### config.mk
export PLATFORM = sky130hd
export DESIGN_NAME = vedic_prod_accum
export DESIGN_NICKNAME = d
export VERILOG_FILES = /design/src/rtl/vedic_pkg.sv /design/src/rtl/cla_nbit.sv /design/src/rtl/vedic_prod_accum.sv
export SDC_FILE = /design/constraint.sdc
export NUM_CORES = 1
export LEC_CHECK = 0
export ABC_AREA = 1
export CAP_MARGIN = 0
export CORE_MARGIN = 2
export CORE_UTILIZATION = 40
export CTS_BUF_LIST = sky130_fd_sc_hd__clkbuf_4 sky130_fd_sc_hd__clkbuf_8
export DETAILED_ROUTE_END_ITERATION = 10
export REMOVE_ABC_BUFFERS = 1
export SLEW_MARGIN = 20
export SYNTH_ARGS = -nofsm -noshare
export SYNTH_HDL_FRONTEND = slang
export SYNTH_HIERARCHICAL = 1
export SYNTH_SLANG_ARGS = --single-unit
### constraint.sdc
create_clock -name clk -period 2.9 [get_ports clk]
set_input_delay 0.29 -clock clk [delete_from_list [all_inputs] [get_ports clk]]
set_output_delay 0.29 -clock clk [all_outputs]
set_load 0.005 [all_outputs]
### src/rtl/vedic_pkg.sv
// rtl/vedic_pkg.sv - shared types and helpers for the vedic multiplier/accumulator family
//
// Purpose : FSM state encoding for vedic_prod_accum and a power-of-two check
//           used by the parameter checks of vedic_prod_accum and vedic_nbit_mul.
// Ports   : none (package).
package vedic_pkg;

  typedef enum logic [1:0] {
    ST_IDLE  = 2'd0,
    ST_ACCUM = 2'd1,
    ST_DONE  = 2'd2
  } state_t;

  // True when v is a non-zero power of two.
  function automatic bit is_pow2(input int unsigned v);
    return (v != 0) && ((v & (v - 1)) == 0);
  endfunction

endpackage

### src/rtl/cla_nbit.sv
// rtl/cla_nbit.sv - parallel-prefix carry-lookahead adder of configurable width
//
// Purpose : s = a + b + cin with carry-out, carries resolved by a
//           Kogge-Stone generate/propagate prefix tree.
// Ports   : a     in  WIDTH  addend
//           b     in  WIDTH  addend
//           cin   in  1      carry in
//           s     out WIDTH  sum (mod 2^WIDTH)
//           cout  out 1      carry out of the top bit
module cla_nbit #(
  parameter int WIDTH = 8
) (
  input  logic [WIDTH-1:0] a,
  input  logic [WIDTH-1:0] b,
  input  logic             cin,
  output logic [WIDTH-1:0] s,
  output logic             cout
);

  localparam int LEVELS = (WIDTH > 1) ? $clog2(WIDTH) : 0;

  logic [WIDTH-1:0] w_p0;
  logic [WIDTH-1:0] w_pre_g;
  logic [WIDTH-1:0] w_pre_p;
  logic [WIDTH-1:0] w_nxt_g;
  logic [WIDTH-1:0] w_nxt_p;
  logic [WIDTH-1:0] w_carry;

  always_comb begin
    w_p0    = a ^ b;
    // cin is folded into bit 0's generate so the prefix tree needs no
    // separate carry-in column.
    w_pre_g = (a & b) | WIDTH'(cin & w_p0[0]);
    w_pre_p = w_p0;
    w_nxt_g = w_pre_g;
    w_nxt_p = w_pre_p;
    for (int l = 0; l < LEVELS; l++) begin
      w_nxt_g = w_pre_g;
      w_nxt_p = w_pre_p;
      for (int i = (1 << l); i < WIDTH; i++) begin
        w_nxt_g[i] = w_pre_g[i] | (w_pre_p[i] & w_pre_g[i - (1 << l)]);
        w_nxt_p[i] = w_pre_p[i] & w_pre_p[i - (1 << l)];
      end
      w_pre_g = w_nxt_g;
      w_pre_p = w_nxt_p;
    end
    // w_carry[i] is the carry out of bit i.
    w_carry = w_pre_g;

    s    = '0;
    s[0] = w_p0[0] ^ cin;
    for (int i = 1; i < WIDTH; i++) begin
      s[i] = w_p0[i] ^ w_carry[i-1];
    end
    cout = w_carry[WIDTH-1];
  end

endmodule

### src/rtl/vedic_prod_accum.sv
// rtl/vedic_prod_accum.sv - run-based accumulator of vedic multiplier products
//
// Purpose : On start, accumulates exactly len products from the upstream
//           multiplier (valid/ready handshake), then presents the sum, a
//           sticky carry-out flag and the accepted count until taken.
// Ports   : clk        in  1          clock, rising edge
//           rst_n      in  1          asynchronous active-low reset
//           start      in  1          begin a run (honoured in IDLE only)
//           len        in  CNT_WIDTH  number of products in the run
//           busy       out 1          not IDLE
//           in_valid   in  1          product valid
//           in_ready   out 1          product accepted when valid
//           in_prod    in  2*WIDTH    product
//           out_valid  out 1          result valid
//           out_ready  in  1          result taken when valid
//           out_acc    out ACC_WIDTH  accumulated sum
//           out_ovf    out 1          sticky accumulator carry-out
//           out_count  out CNT_WIDTH  products accepted in the run
module vedic_prod_accum
  import vedic_pkg::*;
#(
  parameter int WIDTH     = 64,
  parameter int ACC_WIDTH = 2*WIDTH+8,
  parameter int CNT_WIDTH = 8
) (
  input  logic                 clk,
  input  logic                 rst_n,
  input  logic                 start,
  input  logic [CNT_WIDTH-1:0] len,
  output logic                 busy,
  input  logic                 in_valid,
  output logic                 in_ready,
  input  logic [2*WIDTH-1:0]   in_prod,
  output logic                 out_valid,
  input  logic                 out_ready,
  output logic [ACC_WIDTH-1:0] out_acc,
  output logic                 out_ovf,
  output logic [CNT_WIDTH-1:0] out_count
);

  if (!is_pow2(WIDTH) || (WIDTH < 2)) begin : g_bad_width
    $fatal(1, "vedic_prod_accum: WIDTH must be a power of two and >= 2");
  end

  if (ACC_WIDTH < 2*WIDTH) begin : g_bad_acc_width
    $fatal(1, "vedic_prod_accum: ACC_WIDTH must be >= 2*WIDTH");
  end

  state_t                 r_state;
  state_t                 w_next_state;
  logic [ACC_WIDTH-1:0]   r_acc;
  logic                   r_ovf;
  logic [CNT_WIDTH-1:0]   r_count;
  logic [CNT_WIDTH-1:0]   r_remaining;

  logic                   w_accept;
  logic [ACC_WIDTH-1:0]   w_sum;
  logic                   w_cout;

  cla_nbit #(
    .WIDTH (ACC_WIDTH)
  ) u_acc_add (
    .a    (r_acc),
    .b    (ACC_WIDTH'(in_prod)),
    .cin  (1'b0),
    .s    (w_sum),
    .cout (w_cout)
  );

  // in_ready depends on state only, so accept is a plain AND with in_valid.
  assign w_accept = (r_state == ST_ACCUM) && in_valid;

  always_ff @(posedge clk or negedge rst_n) begin
    if (!rst_n) begin
      r_state <= ST_IDLE;
    end else begin
      r_state <= w_next_state;
    end
  end

  always_comb begin
    w_next_state = r_state;
    busy         = 1'b0;
    in_ready     = 1'b0;
    out_valid    = 1'b0;
    unique case (r_state)
      ST_IDLE: begin
        if (start) begin
          w_next_state = (len == '0) ? ST_DONE : ST_ACCUM;
        end
      end
      ST_ACCUM: begin
        busy     = 1'b1;
        in_ready = 1'b1;
        if (in_valid && (r_remaining == CNT_WIDTH'(1))) begin
          w_next_state = ST_DONE;
        end
      end
      ST_DONE: begin
        busy      = 1'b1;
        out_valid = 1'b1;
        // Going to IDLE (not straight into a new run) guarantees at least one
        // idle cycle between runs even if start is high here.
        if (out_ready) begin
          w_next_state = ST_IDLE;
        end
      end
      default: begin
        w_next_state = ST_IDLE;
      end
    endcase
  end

  always_ff @(posedge clk or negedge rst_n) begin
    if (!rst_n) begin
      r_acc       <= '0;
      r_ovf       <= 1'b0;
      r_count     <= '0;
      r_remaining <= '0;
    end else if ((r_state == ST_IDLE) && start) begin
      r_acc       <= '0;
      r_ovf       <= 1'b0;
      r_count     <= '0;
      r_remaining <= len;
    end else if (w_accept) begin
      r_acc       <= w_sum;
      r_ovf       <= r_ovf | w_cout;
      r_count     <= r_count + CNT_WIDTH'(1);
      r_remaining <= r_remaining - CNT_WIDTH'(1);
    end
  end

  assign out_acc   = r_acc;
  assign out_ovf   = r_ovf;
  assign out_count = r_count;

endmodule

==> metrics.md <==
| Metric | Value |
|---|---|
| CTS tree | yes |
| I/O Pins | between 200 and 300 |
| Endpoints failing setup | 0 |
| Placed cell count | approximately 4700 |
| GRT Util Overall | between 30% and 40% |
| IO buf count | between 200 and 300 |
| Routed vias/inst | approximately 5.0 |
| Synth Register Bits | ~160 |
| Routed Wire Length | between 90 and 100 mm |
| Critical Path Start | out_acc[114] |
| Period minus WS final | around 2.8 ns |
| Mapped Area | between 15000 and 20000 um2 |
| PD cells | just under 900 nW/um2 |
| Most frequent cell after synthesis | nand2_1 |
| Crit end category | flop |
| Critical path class | reg -> reg |
| Die height | about 220 um |
| Layout Nets | ~4400 |
| Clock latency at the later pin of the worst-skew pair | ~0.6 ns |
| Clock slew at reported path FFs | roughly 0.12 ns |
| Root buf cell | clkbuf_8 |
| Synth Flop Type | dfrtp_1 |
| Synth unique cells | between 40 and 50 |
| Slew Viols, Final | 0 |
| Yosys top cell by area | nand2_1 |
| Setup Buffers After CTS | 0 |
| Arrival @ worst endpoint | 3.30 ns |
| CTS max path bufs | 2 |
| Crit share post-route | around 100% |
| Synth top area cells | nand2_1 (23%), dfrtp_1 (20%), inv_1 (13%) |
| Sequential cell area fraction in the yosys report | between 20% and 30% |
| Vias in the first global route | ~23000 |
| Outcome | finished, final reports clean |
| Min-delay worst type | in -> async |
| Global-route wire length before repair | approximately 140 mm |
| Avg Synthesized Cell Area | 5.80 um2 |
| Switching share of power | around half |
| Largest net degree at the start of global routing | 52 |
| Post-synth top cells | nand2_1 (1208), inv_1 (661), nor2_1 (314), a21oi_1 (203), dfrtp_1 (155) |
| P_int | 11.4 mW |
| Maximum clock frequency | roughly 350 MHz |
| H-tree Lvls | 4 |
| Number of CTS-inserted buffers | 17 |
| Layout cells sized above 1 | about 16% |
| Pre-antenna DRT Iters | 6 |
| Clk_skew | 0.0256 ns |
| Max VDD drop | roughly 420 uV |
| Post-synth top area share | between 20% and 30% |
| Gate power share | between 70% and 80% |
| Slack of the critical path | ~0.074 ns |
| Core ar. | between 40000 and 50000 um2 |
| Fin cells | between 4000 and 5000 |
| Sequential power share | roughly 16% |
| Rel. slew slack | between 60% and 70% |
| Switching pwr | between 10 and 15 mW |
| Maxcap violations | 0 |
| Ys async rst share | 100% |
| Max Fanout on Critical Path | 3 |
| Post-DP Area | about 27000 um2 |
| RSZ-0062 raised after global routing | yes |
| Chip width | 224 um |
| Setup TNS | 0 ns |
| Antenna Nets Post-Route | 0 |
| Lkg Pwr | ~15 nW |
| Cell Rows | 80 |
| Synth Instances | between 3000 and 4000 |
| WL per Instance | a little over 20 um |
| Iter 0 DRT Violations | 1867 |
| Die ar. | ~50000 um2 |
| DR DRC count | 0 |
| Crit start category | flop |
| Number of antenna violations at the first check in global routing | 1 |
| Total power | 23.6 mW |
| CTS sink cnt | ~160 |
| Worst Hold Margin | 0.251 ns |
| Hpwl dp | 82.6 mm |
| Area Overhead vs Synth | 39.6% |
| RR Startpoint | out_acc[114] |
| Clock power share | between 7 and 8% |
| WP data required | ~3.4 ns |
| GP Congestion | 1.11 |
| GR Overflow Total | 0 |
| Vias | 23800 |
| Number of flops mapped to enable cells by yosys | 0 |
| Slew @ Worst Pin | slightly below 0.6 ns |
| Design area | 27000 um2 |
| Initial Utilization | 40.5% |
| Fin util | around 57% |
| Warnings, synthesis | 6 |
| Pre-CTS setup slack | -0.277 ns |
| Final hold violations | 0 |
## critical path, stage by stage (launching register included)
cell and delay (ns):
dfrtp_1 0.44, ha_1 0.37, nand2_1 0.09, nor2_1 0.20, inv_1 0.10, nor2_2 0.20, inv_1 0.08, nor2_1 0.20
buf_4 0.15, nand2_1 0.05, nor3_1 0.13, nand2_1 0.26, nand3_1 0.15, nand2_1 0.08, a22o_1 0.19
## final cells by class
class                           count  area, um2
Fill cell                        5080      20700
Multi-Input combinational cell   2481      12800
Tap cell                          615        769
Inverter                          678       2550
Clock inverter                     14        156
Antenna cell                        1       2.50
Timing Repair Buffer              766       6590
Clock buffer                       18        241
Sequential cell                   155       3880
## kinds of logic (layout without fill, tap and decap cells)
group | Yosys count | after routing | synth area share [%]
XOR/XNOR | 78 | 78 | 3.53
AND/OR/NAND/NOR | 1768 | 1768 | 37.2
flip-flops | 155 | 155 | 20.0
other | 1 | 10 | 0.0194
adder cells (fa/ha/maj) | 143 | 143 | 9.32
buffers and inverters | 709 | 1476 | 14.3
AO/OA/AOI/OAI | 483 | 483 | 15.6
## routing by layer
layer	share of wire, %	track usage (%)
met5	0	0
met4	9.1	30.4
met3	5.6	5.85
met2	46	63.0
met1	40	43.8
## power by group through the flow
stage	Clock (mW)	Sequential, mW	Combinational (mW)
final	1.85	3.86	17.9
after global routing	1.97	3.93	19.3
after CTS	1.91	3.83	17.5
after detailed placement	0	3.85	17.5
after global placement	0	3.87	17.4
after floorplan	0	3.62	8.57
## cells in the final DEF, fill, tap and decap left out, drive strengths merged, types with 3 or more instances in the layout
cell / count
nand2: 1256
inv: 681
buf: 478
nor2: 349
clkdlybuf4s50: 287
a21oi: 204
dfrtp: 155
ha: 141
a22o: 137
o21ai: 112
nand3: 109
xor2: 76
nor3: 26
clkbuf: 18
o21a: 14
nor4: 14
nand4: 10
o21bai: 10
conb: 9
clkinv: 9
and2: 3
## state kept, by name, indices dropped and copies added (netlist names)
name	count
out_ovf	1
out_acc	136
r_remaining	8
r_state	2
out_count	8
## worst paths after layout
kind	depth (start not counted)	endpoint	slack [ns]
max	14	out_acc[129]	0.07
max in group asynchronous	3	out_acc[91]	1.91
min	2	out_acc[0]	0.25
min in group clk	3	r_remaining[2]	0.31
max reg2reg	14	out_acc[129]	0.07
min reg2reg	2	out_count[7]	0.53
## what timing repair did
action | CTS | global route
endpoints found under the hold margin | 46 | 0
hold buffers | 1 | 0
gates resized for setup | 0 | 42
setup endpoints to repair | 0 | 69
No activity file was read; power rests on OpenSTA's default activity.
